**config.mk**
```make
export PLATFORM = sky130hd
export DESIGN_NAME = pattern_load_ctrl_flat
export DESIGN_NICKNAME = d
export VERILOG_FILES = /design/src/rtl/pattern_pkg.sv /design/src/rtl/pattern_load_ctrl_if.sv /design/src/rtl/pattern_wr_arb.sv /design/src/rtl/pattern_load_ctrl.sv /design/src/flat_wrapper.sv
export SDC_FILE = /design/constraint.sdc
export NUM_CORES = 1
export LEC_CHECK = 0
export ABC_AREA = 1
export CAP_MARGIN = 20
export CORE_MARGIN = 2
export CORE_UTILIZATION = 46
export CTS_BUF_LIST = sky130_fd_sc_hd__clkbuf_2
export DETAILED_ROUTE_END_ITERATION = 12
export PLACE_DENSITY = 0.82
export SYNTH_ARGS = -nofsm -noshare
export SYNTH_HDL_FRONTEND = slang
export SYNTH_SLANG_ARGS = --single-unit
export TNS_END_PERCENT = 20
```
**constraint.sdc**
```tcl
create_clock -name clk -period 1.5 [get_ports clk]
set_clock_uncertainty 0.2 [all_clocks]
set_input_delay 0.375 -clock clk [delete_from_list [all_inputs] [get_ports clk]]
set_output_delay 0.375 -clock clk [all_outputs]
set_load 0.02 [all_outputs]
```
**src/rtl/pattern_pkg.sv**
```systemverilog
// Shared constants, field offsets and FSM state type for the pattern buffer write path.
// Latency: n/a (declarations only).
// Backpressure: n/a.
package pattern_pkg;

  localparam int BUF_SIZE  = 22;
  localparam int BUF_WIDTH = 8;
  localparam int NO_BUFS   = 8;
  localparam int BUFP_W    = 3;
  localparam int FIELD_W   = 5;

  // Field offsets inside one pattern buffer (first and last named slots)
  localparam int PDRIVE  = 0;
  localparam int NTWEAK0 = 14;
  localparam int NTWEAK1 = 15;
  localparam int NTWEAK2 = 16;
  localparam int NTWEAK3 = 17;
  localparam int NTWEAK4 = 18;
  localparam int NTWEAK5 = 19;
  localparam int NTWEAK6 = 20;
  localparam int NTWEAK7 = 21;

  typedef enum logic [1:0] {
    IDLE = 2'd0,
    LOAD = 2'd1,
    DONE = 2'd2
  } state_e;

  // Field index following f, wrapping at the end of the buffer
  function automatic logic [FIELD_W-1:0] next_field(input logic [FIELD_W-1:0] f);
    return (f == FIELD_W'(BUF_SIZE - 1)) ? '0 : f + FIELD_W'(1);
  endfunction

endpackage

```
**src/rtl/pattern_load_ctrl_if.sv**
```systemverilog
// Host burst-load stream, pat single-write request and pattern buffer write command.
// Latency: n/a (wires only); ld_csum exists only when LOAD_CHECKSUM_EN is defined.
// Backpressure: ld_ready from the controller throttles the host byte stream.
interface pattern_load_ctrl_if;
  import pattern_pkg::*;

  logic                 ld_start;
  logic [BUFP_W-1:0]    ld_buf;
  logic [FIELD_W-1:0]   ld_field;
  logic [FIELD_W-1:0]   ld_count;
  logic [BUF_WIDTH-1:0] ld_data;
  logic                 ld_valid;
  logic                 ld_ready;
  logic                 ld_busy;
  logic                 ld_done;
  logic                 ld_err;
`ifdef LOAD_CHECKSUM_EN
  logic [BUF_WIDTH-1:0] ld_csum;
`endif
  logic                 pat_wr;
  logic [BUFP_W-1:0]    pat_buf;
  logic [FIELD_W-1:0]   pat_field;
  logic [BUF_WIDTH-1:0] pat_data;
  logic [BUFP_W-1:0]    bufp_out;
  logic [FIELD_W-1:0]   fieldwp_out;
  logic [BUF_WIDTH-1:0] field_in_out;
  logic                 field_write_out;

  // Controller side
  modport slave (
    input  ld_start, ld_buf, ld_field, ld_count, ld_data, ld_valid,
    input  pat_wr, pat_buf, pat_field, pat_data,
    output ld_ready, ld_busy, ld_done, ld_err,
`ifdef LOAD_CHECKSUM_EN
    output ld_csum,
`endif
    output bufp_out, fieldwp_out, field_in_out, field_write_out
  );

  // Host / pat / buffer side
  modport master (
    output ld_start, ld_buf, ld_field, ld_count, ld_data, ld_valid,
    output pat_wr, pat_buf, pat_field, pat_data,
    input  ld_ready, ld_busy, ld_done, ld_err,
`ifdef LOAD_CHECKSUM_EN
    input  ld_csum,
`endif
    input  bufp_out, fieldwp_out, field_in_out, field_write_out
  );

endinterface

```
**src/rtl/pattern_wr_arb.sv**
```systemverilog
// Fixed-priority 2:1 write arbiter (pat over host) with registered write command.
// Latency: 1 clk from winning request to o_field_write.
// Backpressure: none here; the caller must hold off host writes while pat is active.
module pattern_wr_arb
  import pattern_pkg::*;
(
  input  logic                 clk,
  input  logic                 rst_n,
  input  logic                 i_pat_wr,
  input  logic [BUFP_W-1:0]    i_pat_buf,
  input  logic [FIELD_W-1:0]   i_pat_field,
  input  logic [BUF_WIDTH-1:0] i_pat_data,
  input  logic                 i_host_wr,
  input  logic [BUFP_W-1:0]    i_host_buf,
  input  logic [FIELD_W-1:0]   i_host_field,
  input  logic [BUF_WIDTH-1:0] i_host_data,
  output logic [BUFP_W-1:0]    o_bufp,
  output logic [FIELD_W-1:0]   o_fieldwp,
  output logic [BUF_WIDTH-1:0] o_field_in,
  output logic                 o_field_write
);

  logic [BUFP_W-1:0]    r_bufp;
  logic [FIELD_W-1:0]   r_fieldwp;
  logic [BUF_WIDTH-1:0] r_field_in;
  logic                 r_field_write;

  // Register the winning write; address/data hold when nobody writes
  always_ff @(posedge clk) begin
    if (!rst_n) begin
      r_bufp        <= '0;
      r_fieldwp     <= '0;
      r_field_in    <= '0;
      r_field_write <= 1'b0;
    end else begin
      r_field_write <= i_pat_wr | i_host_wr;
      if (i_pat_wr) begin
        r_bufp     <= i_pat_buf;
        r_fieldwp  <= i_pat_field;
        r_field_in <= i_pat_data;
      end else if (i_host_wr) begin
        r_bufp     <= i_host_buf;
        r_fieldwp  <= i_host_field;
        r_field_in <= i_host_data;
      end
    end
  end

  assign o_bufp        = r_bufp;
  assign o_fieldwp     = r_fieldwp;
  assign o_field_in    = r_field_in;
  assign o_field_write = r_field_write;

endmodule

```
**src/rtl/pattern_load_ctrl.sv**
```systemverilog
// Burst-load sequencer for the pattern buffer field-write port; LOAD_CHECKSUM_EN adds ld_csum.
// Latency: 1 clk from accepted host byte or pat request to field_write_out.
// Backpressure: ld_ready drops whenever pat_wr is high or no burst is loading.
module pattern_load_ctrl
  import pattern_pkg::*;
(
  input  logic                clk,
  input  logic                rst_n,
  pattern_load_ctrl_if.slave  bus
);

  state_e               r_state, w_state_nxt;
  logic [BUFP_W-1:0]    r_buf, w_buf_nxt;
  logic [FIELD_W-1:0]   r_field, w_field_nxt;
  logic [FIELD_W-1:0]   r_rem, w_rem_nxt;
  logic                 r_err, w_err_nxt;
  logic                 w_csum_clr;
  logic                 w_buf_ok;
  logic                 w_legal;
  logic                 w_ready;
  logic                 w_beat;

  // With a full power-of-two buffer count every ld_buf encoding is a real buffer
  generate
    if (NO_BUFS >= (1 << BUFP_W)) begin : g_buf_full
      assign w_buf_ok = 1'b1;
    end else begin : g_buf_chk
      assign w_buf_ok = (bus.ld_buf < BUFP_W'(NO_BUFS));
    end
  endgenerate

  assign w_legal = (bus.ld_count != '0) &&
                   (bus.ld_count <= FIELD_W'(BUF_SIZE)) &&
                   (bus.ld_field < FIELD_W'(BUF_SIZE)) &&
                   w_buf_ok;

  assign w_ready = (r_state == LOAD) && !bus.pat_wr;
  assign w_beat  = w_ready && bus.ld_valid;

  // State and burst-tracking registers
  always_ff @(posedge clk) begin
    if (!rst_n) begin
      r_state <= IDLE;
      r_buf   <= '0;
      r_field <= '0;
      r_rem   <= '0;
      r_err   <= 1'b0;
    end else begin
      r_state <= w_state_nxt;
      r_buf   <= w_buf_nxt;
      r_field <= w_field_nxt;
      r_rem   <= w_rem_nxt;
      r_err   <= w_err_nxt;
    end
  end

  // Next-state, burst counters and start validation
  always_comb begin
    w_state_nxt = r_state;
    w_buf_nxt   = r_buf;
    w_field_nxt = r_field;
    w_rem_nxt   = r_rem;
    w_err_nxt   = 1'b0;
    w_csum_clr  = 1'b0;
    case (r_state)
      IDLE: begin
        if (bus.ld_start) begin
          if (w_legal) begin
            w_state_nxt = LOAD;
            w_buf_nxt   = bus.ld_buf;
            w_field_nxt = bus.ld_field;
            w_rem_nxt   = bus.ld_count;
            w_csum_clr  = 1'b1;
          end else begin
            w_err_nxt = 1'b1;
          end
        end
      end
      LOAD: begin
        if (w_beat) begin
          w_field_nxt = next_field(r_field);
          w_rem_nxt   = r_rem - FIELD_W'(1);
          if (r_rem == FIELD_W'(1)) begin
            w_state_nxt = DONE;
          end
        end
      end
      DONE: begin
        w_state_nxt = IDLE;
      end
      default: begin
        w_state_nxt = IDLE;
      end
    endcase
  end

`ifdef LOAD_CHECKSUM_EN
  logic [BUF_WIDTH-1:0] r_csum;

  // XOR of host bytes in the current burst; pat writes never contribute
  always_ff @(posedge clk) begin
    if (!rst_n) begin
      r_csum <= '0;
    end else if (w_csum_clr) begin
      r_csum <= '0;
    end else if (w_beat) begin
      r_csum <= r_csum ^ bus.ld_data;
    end
  end

  assign bus.ld_csum = r_csum;
`endif

  assign bus.ld_ready = w_ready;
  assign bus.ld_busy  = (r_state != IDLE);
  assign bus.ld_done  = (r_state == DONE);
  assign bus.ld_err   = r_err;

  pattern_wr_arb u_arb (
    .clk           (clk),
    .rst_n         (rst_n),
    .i_pat_wr      (bus.pat_wr),
    .i_pat_buf     (bus.pat_buf),
    .i_pat_field   (bus.pat_field),
    .i_pat_data    (bus.pat_data),
    .i_host_wr     (w_beat),
    .i_host_buf    (r_buf),
    .i_host_field  (r_field),
    .i_host_data   (bus.ld_data),
    .o_bufp        (bus.bufp_out),
    .o_fieldwp     (bus.fieldwp_out),
    .o_field_in    (bus.field_in_out),
    .o_field_write (bus.field_write_out)
  );

endmodule

```
**src/flat_wrapper.sv**
```systemverilog
// flat-port wrapper written by rule: the top's interface ports become plain ports
module pattern_load_ctrl_flat import pattern_pkg::*;
  (clk, rst_n, bus_ld_start, bus_ld_buf, bus_ld_field, bus_ld_count, bus_ld_data, bus_ld_valid, bus_pat_wr, bus_pat_buf, bus_pat_field, bus_pat_data, bus_ld_ready, bus_ld_busy, bus_ld_done, bus_ld_err, bus_bufp_out, bus_fieldwp_out, bus_field_in_out, bus_field_write_out);
  pattern_load_ctrl_if bus_i ();
  input  logic clk;
  input  logic rst_n;
  input wire logic [$bits(bus_i.ld_start)-1:0] bus_ld_start;
  input wire logic [$bits(bus_i.ld_buf)-1:0] bus_ld_buf;
  input wire logic [$bits(bus_i.ld_field)-1:0] bus_ld_field;
  input wire logic [$bits(bus_i.ld_count)-1:0] bus_ld_count;
  input wire logic [$bits(bus_i.ld_data)-1:0] bus_ld_data;
  input wire logic [$bits(bus_i.ld_valid)-1:0] bus_ld_valid;
  input wire logic [$bits(bus_i.pat_wr)-1:0] bus_pat_wr;
  input wire logic [$bits(bus_i.pat_buf)-1:0] bus_pat_buf;
  input wire logic [$bits(bus_i.pat_field)-1:0] bus_pat_field;
  input wire logic [$bits(bus_i.pat_data)-1:0] bus_pat_data;
  output wire logic [$bits(bus_i.ld_ready)-1:0] bus_ld_ready;
  output wire logic [$bits(bus_i.ld_busy)-1:0] bus_ld_busy;
  output wire logic [$bits(bus_i.ld_done)-1:0] bus_ld_done;
  output wire logic [$bits(bus_i.ld_err)-1:0] bus_ld_err;
  output wire logic [$bits(bus_i.bufp_out)-1:0] bus_bufp_out;
  output wire logic [$bits(bus_i.fieldwp_out)-1:0] bus_fieldwp_out;
  output wire logic [$bits(bus_i.field_in_out)-1:0] bus_field_in_out;
  output wire logic [$bits(bus_i.field_write_out)-1:0] bus_field_write_out;
  assign bus_i.ld_start = bus_ld_start;
  assign bus_i.ld_buf = bus_ld_buf;
  assign bus_i.ld_field = bus_ld_field;
  assign bus_i.ld_count = bus_ld_count;
  assign bus_i.ld_data = bus_ld_data;
  assign bus_i.ld_valid = bus_ld_valid;
  assign bus_i.pat_wr = bus_pat_wr;
  assign bus_i.pat_buf = bus_pat_buf;
  assign bus_i.pat_field = bus_pat_field;
  assign bus_i.pat_data = bus_pat_data;
  assign bus_ld_ready = bus_i.ld_ready;
  assign bus_ld_busy = bus_i.ld_busy;
  assign bus_ld_done = bus_i.ld_done;
  assign bus_ld_err = bus_i.ld_err;
  assign bus_bufp_out = bus_i.bufp_out;
  assign bus_fieldwp_out = bus_i.fieldwp_out;
  assign bus_field_in_out = bus_i.field_in_out;
  assign bus_field_write_out = bus_i.field_write_out;
  pattern_load_ctrl u_core (.clk(clk), .rst_n(rst_n), .bus(bus_i));
endmodule
```
==> impl_metrics.tcl, run 1 <==
set metrics [dict create \
    dp.cells 381 \
    multi_input_area_mm2 0.00111 \
    path_class "register to output pin" \
    end_kind "output pin" \
    cp-start-kind "register" \
    overflow 0 \
    wl_um 6450 \
    synthTopCellsByArea "dfxtp_1 37%, nand2_1 14%, nor2_1 6.5%, a21oi_1 5.6%, inv_1 5.3%" \
    syn_nets 307 \
    maxCapViolations 0 \
    rows 22 \
    use_met1 0.257 \
    fmax_ghz 0.570 \
    grtUsageMet2 0.410 \
    synth_area_leader_cell "dfxtp_1" \
    antenna_found_initial 0 \
    rsz0062_at_grt "true" \
    cellPowerDensity_mw_per_mm2 886 \
    cpPeakStageDelay_ps 370 \
    first_pass_iters 6 \
    slew_viol_final 0 \
    power.leakage_nw 1.34 \
    syn_inst 261 \
    wl_per_cell_um 16.1 \
    clock_path_buffers 2 \
    clock-sinks 33 \
    core_mm2 0.00369 \
    ant_nets 0 \
    insertedDiodeCount 0 \
    fin_crit_ps 1750 \
    htree_levels 2 \
    cts_tree "yes" \
    ir_drop_v 0.000650 \
    synth-compound-area-share 0.167 \
    yosysSeqAreaShare 0.371 \
    syn-cell-area_mm2 0.00178 \
    holdCritPathClass "primary input to register" \
    io_pins 63 \
    route.detailed.drc 0 \
    die_area_mm2 0.00439 \
    finalNonFillerCells 401 \
    synth.distinct_cells 25 \
    avgSynthCellArea_um2 6.83 \
    clkLatencyLatePin_ps 420 \
    cpMostUsedCell "buf_6" \
    nets 398 \
    ys_warn_count 0 \
    cts_buffers 5 \
    synth_edf_count 0 \
    busiest_layer "met2" \
    period_share 1.17 \
    synthAdderAreaFrac 0.0281 \
    use_met3 0.0971 \
    critical_path_buf_inv_count 3 \
    critPathMaxFanout 2 \
    crit_arrival_ps 1180 \
    grt_first_pass_wirelength_um 7750 \
    synth_seq_cells 33 \
    die_h_um 66.2 \
    viasPerCell 5.50 \
    synth_most_common_cell "nand2_1" \
    synth_top_cell_area_share 0.371 \
    grt_use_total 0.232 \
    final.fill_count 232 \
    routabilityCongestion 0.795 \
    muxShareOfSynthArea 0 \
    max_slew_margin 0.842 \
    crit_family "flip-flops" \
    failed_checks "negative setup slack" \
    cts_root_buf "clkbuf_2" \
    synth_top_family_by_area "simple AND/OR/NAND/NOR gates" \
    drive_above_1_share 0.334 \
    synthToLayoutAreaGrowth_pct 66.1 \
    ys.flop_type "dfxtp_1" \
    drtIter0Drc 236 \
    synthTopCellsByCount "67 x nand2_1, 33 x dfxtp_1, 31 x nor2_1, 25 x inv_1, 20 x a21oi_1" \
    yosys.area_share.xor_xnor 0.00492 \
    ctsHoldBuffers 0 \
    grt_pass1_vias 1814 \
    path_cells "inv_2 -> buf_6 -> nor2_4 -> buf_6" \
    portBuffers 62 \
    setup_viol 42 \
    fp.dieW_um 66.2 \
    place_ws_ps -733 \
    register_area_um2 692 \
    vias 2207 \
    clk_pin_slew_ps 200 \
    fin_ws_ps -254 \
    dpl.hpwl_um 3460 \
    synthSimpleGateAreaFrac 0.329 \
    critPathRequiredTime_ps 920 \
    grt_max_degree 23 \
    start_util 0.483 \
    hold_viol_final 0 \
    cp_slowest_cell "dfxtp_2" \
    status "finished with violations" \
    tightest_slew_ps 236 \
    async_flop_share 0 \
]
-- registers in the layout, summed over array words and instances (netlist names) --
signal / count
u_core.u_arb.o_field_in: 8
u_core.r_buf: 3
u_core.u_arb.o_bufp: 3
u_core.bus.ld_err: 1
u_core.r_rem: 5
u_core.u_arb.o_field_write: 1
u_core.r_state: 2
u_core.u_arb.o_fieldwp: 5
u_core.r_field: 5
-- final cells by class --
type | count | share of cell area
clock buffers | 5 | 0.00846
clock inverters | 3 | 0.0220
inverters | 28 | 0.0410
multi-input cells | 191 | 0.376
flip-flops and latches | 33 | 0.234
well taps | 48 | 0.0203
repair buffers | 93 | 0.298
-- timing repair --
| item | in CTS | in global routing |
|---|---|---|
| pin swaps | 3 | 13 |
| setup buffers | 1 | 8 |
| endpoints found under the setup margin | 51 | 51 |
| cloned | 0 | 3 |
| gates resized for setup | 126 | 75 |
-- where the power goes --
group          internal, W  switching, W
registers         0.000956     0.0000632
clock network     0.000446      0.000348
logic             0.000385      0.000424
total              0.00179      0.000836
-- path summary, 6_finish.rpt --
kind,from,endpoint,slack (ps),cells past startpoint
setup / recovery,u_core.r_state[1],bus_ld_done,-250,4
hold reg to reg,u_core.u_arb.o_fieldwp[3],u_core.u_arb.o_fieldwp[3],280,2
setup reg to reg,u_core.r_state[1],u_core.r_rem[4],-220,9
hold / removal,bus_ld_data[7],u_core.u_arb.o_field_in[7],270,3
-- tightest hold or removal path: stages --
cell and delay (ps):
clkdlybuf4s50_1 390, nand2_1 60, a31oi_1 70
-- metal layers --
| metal | share of wire | wire (um) |
|---|---|---|
| met1 | 0.37 | 2370 |
| met2 | 0.48 | 3090 |
| met3 | 0.11 | 690 |
| met4 | 0.046 | 296 |
| met5 | 0 | 0 |
-- kinds of logic after synthesis --
group | after synthesis
AO/OA/AOI/OAI | 52
XOR/XNOR | 1
adder cells (fa/ha/maj) | 4
buffers and inverters | 40
flip-flops | 33
AND/OR/NAND/NOR | 131
-- layout by cell type, fill, tap and decap left out, drive strengths merged --
cell type / count
nor2: 32
nand3b: 6
nand3: 17
a22oi: 5
ha: 4
bufinv: 2
a21oi: 20
clkinv: 2
inv: 26
clkbuf: 5
a31oi: 8
dlygate4sd2: 1
clkinvlp: 1
nand4: 4
dfxtp: 33
buf: 52
o21ai: 17
xor2: 1
clkdlybuf4s50: 40
nand2: 75
a211oi: 2
-- per-stage QoR --
stage	hold slack [ps]	utilization	total power [W]	cell area [um^2]	TNS (ps)
floorplan	223	-	0.00137	1790	0
global placement	231	0.692	0.00164	2550	-16620
detailed placement	236	0.692	0.00165	2550	-16990
CTS	259	0.719	0.00241	2650	-852
global route	264	0.802	0.00273	2960	-5600
finish	271	0.802	0.00262	2960	-3600
Power figures use the tool's default switching activity.
==> run 2: changes to the inputs <==
--- a/config.mk
+++ b/config.mk
@@ -7,7 +7,6 @@
 export LEC_CHECK = 0
 export ABC_AREA = 1
 export CAP_MARGIN = 20
-export CORE_MARGIN = 2
 export CORE_UTILIZATION = 46
 export CTS_BUF_LIST = sky130_fd_sc_hd__clkbuf_2
 export DETAILED_ROUTE_END_ITERATION = 12
==> impl_metrics.tcl, run 2 (synthesis results as in run 1) <==
set metrics [dict create \
    status "finished with violations" \
    failed_checks "negative setup slack" \
    core_mm2 0.00369 \
    clkLatencyLatePin_ps 410 \
    grt_use_total 0.262 \
    largest_register_ffs 8 \
    clock-sinks 33 \
    placed_cell_area_mm2 0.00260 \
    use_met3 0.0875 \
    wl_um 5770 \
    routabilityCongestion 0.812 \
    cellPowerDensity_mw_per_mm2 890 \
    cp-start-kind "register" \
    post-route-util 0.774 \
    setup_viol 28 \
    overflow 0 \
    path_class "register to output pin" \
    drive_above_1_share 0.288 \
    fmax_ghz 0.558 \
    route.detailed.drc 0 \
    dpl.hpwl_um 3530 \
    ir_drop_v 0.000690 \
    io_pins 63 \
    rows 22 \
    crit_arrival_ps 1220 \
    synthToLayoutAreaGrowth_pct 60.3 \
    grtUsageMet2 0.459 \
    max_slew_margin 0.799 \
    design_area_mm2 0.00286 \
    fp.dieW_um 64.2 \
    power.leakage_nw 1.30 \
    multi_input_area_mm2 0.00104 \
    portBuffers 62 \
    finalNonFillerCells 395 \
    drtIter0Drc 174 \
    fin_hold_ws_ps 266 \
    dp.cells 384 \
    tightest_slew_ps 299 \
    start_util 0.483 \
    fin_ws_ps -293 \
    grt_first_pass_wirelength_um 8430 \
    clk_pin_slew_ps 190 \
    final_common_cell "nand2_1" \
    antenna_found_initial 0 \
    ant_nets 0 \
    fin_crit_ps 1790 \
    busiest_layer "met2" \
    final_cell_mix "65 x nand2_1, 40 x clkdlybuf4s50_1, 28 x nor2_1" \
    critPathRequiredTime_ps 920 \
    hold_viol_final 0 \
    rsz0062_at_grt "true" \
    register_area_um2 689 \
    die_h_um 64.2 \
    period_share 1.20 \
    cts_root_buf "clkbuf_2" \
    die_area_mm2 0.00413 \
    cts_tree "yes" \
    end_kind "output pin" \
    htree_levels 2 \
    cts_buffers 5 \
    wl_per_cell_um 14.6 \
    viasPerCell 5.40 \
    slew_viol_final 0 \
    first_pass_iters 4 \
    nets 392 \
    grt_max_degree 23 \
    power_w 0.00254 \
    holdCritPathClass "register to register" \
    vias 2132 \
    maxCapViolations 0 \
    critPathMaxFanout 2 \
    clock_path_buffers 2 \
    final.fill_count 265 \
    use_met1 0.300 \
    ctsHoldBuffers 0 \
    insertedDiodeCount 0 \
    grt_pass1_vias 1960 \
]
run 2: changes by cell type in the layout (fill, tap and decap cells not counted), sizes merged:
cell,change
clkinvlp,-1
inv,+1
nand2,-1
buf,-5
run 2: layout make-up:
class | instances | area share
Sequential cell | 33 | 0.241
Clock buffer | 5 | 0.00876
Tap cell | 48 | 0.0210
Inverter | 28 | 0.0399
Clock inverter | 3 | 0.0228
Timing Repair Buffer | 88 | 0.302
Multi-Input combinational cell | 190 | 0.364
run 2: worst max-delay path, stage by stage, from the launching register on:
cell and delay [ps]:
dfxtp_2 360, inv_2 50, buf_6 130, nor2_4 130
buf_6 140
run 2: stage by stage:
step                      setup TNS, ps  worst slack (ps)
final                             -2900              -293
after floorplan                       0              23.7
after detailed placement         -16600              -708
after global routing              -5000              -321
after global placement           -15520              -716
after CTS                         -1260              -221
run 2: worst paths after layout:
path / from / to / slack [ps] / cells past startpoint
setup / recovery: u_core.r_state[1] / bus_ld_done / -290 / 4
hold / removal: u_core.r_buf[2] / u_core.r_buf[2] / 270 / 2
setup reg to reg: u_core.r_state[0] / u_core.u_arb.o_field_in[7] / -160 / 8
hold reg to reg: u_core.r_buf[2] / u_core.r_buf[2] / 270 / 2
run 2: metal layers:
layer  wire (um)  vias up
li1            -     1026
met1        2260      995
met2        2870       91
met3         475       20
met4         168        0
met5           0        -
run 2: power by group:
part,internal (W),switching [W]
clock network,0.000446,0.000340
logic,0.000360,0.000379
registers,0.000956,0.0000611
total,0.00176,0.000780
run 2: what timing repair did:
action / CTS / global route
endpoints found under the setup margin: 50 / 43
hold endpoints to repair: 0 / 0
gates resized for setup: 120 / 60
buffers inserted: 0 / 2
cloned: 0 / 2
pin swaps: 3 / 3
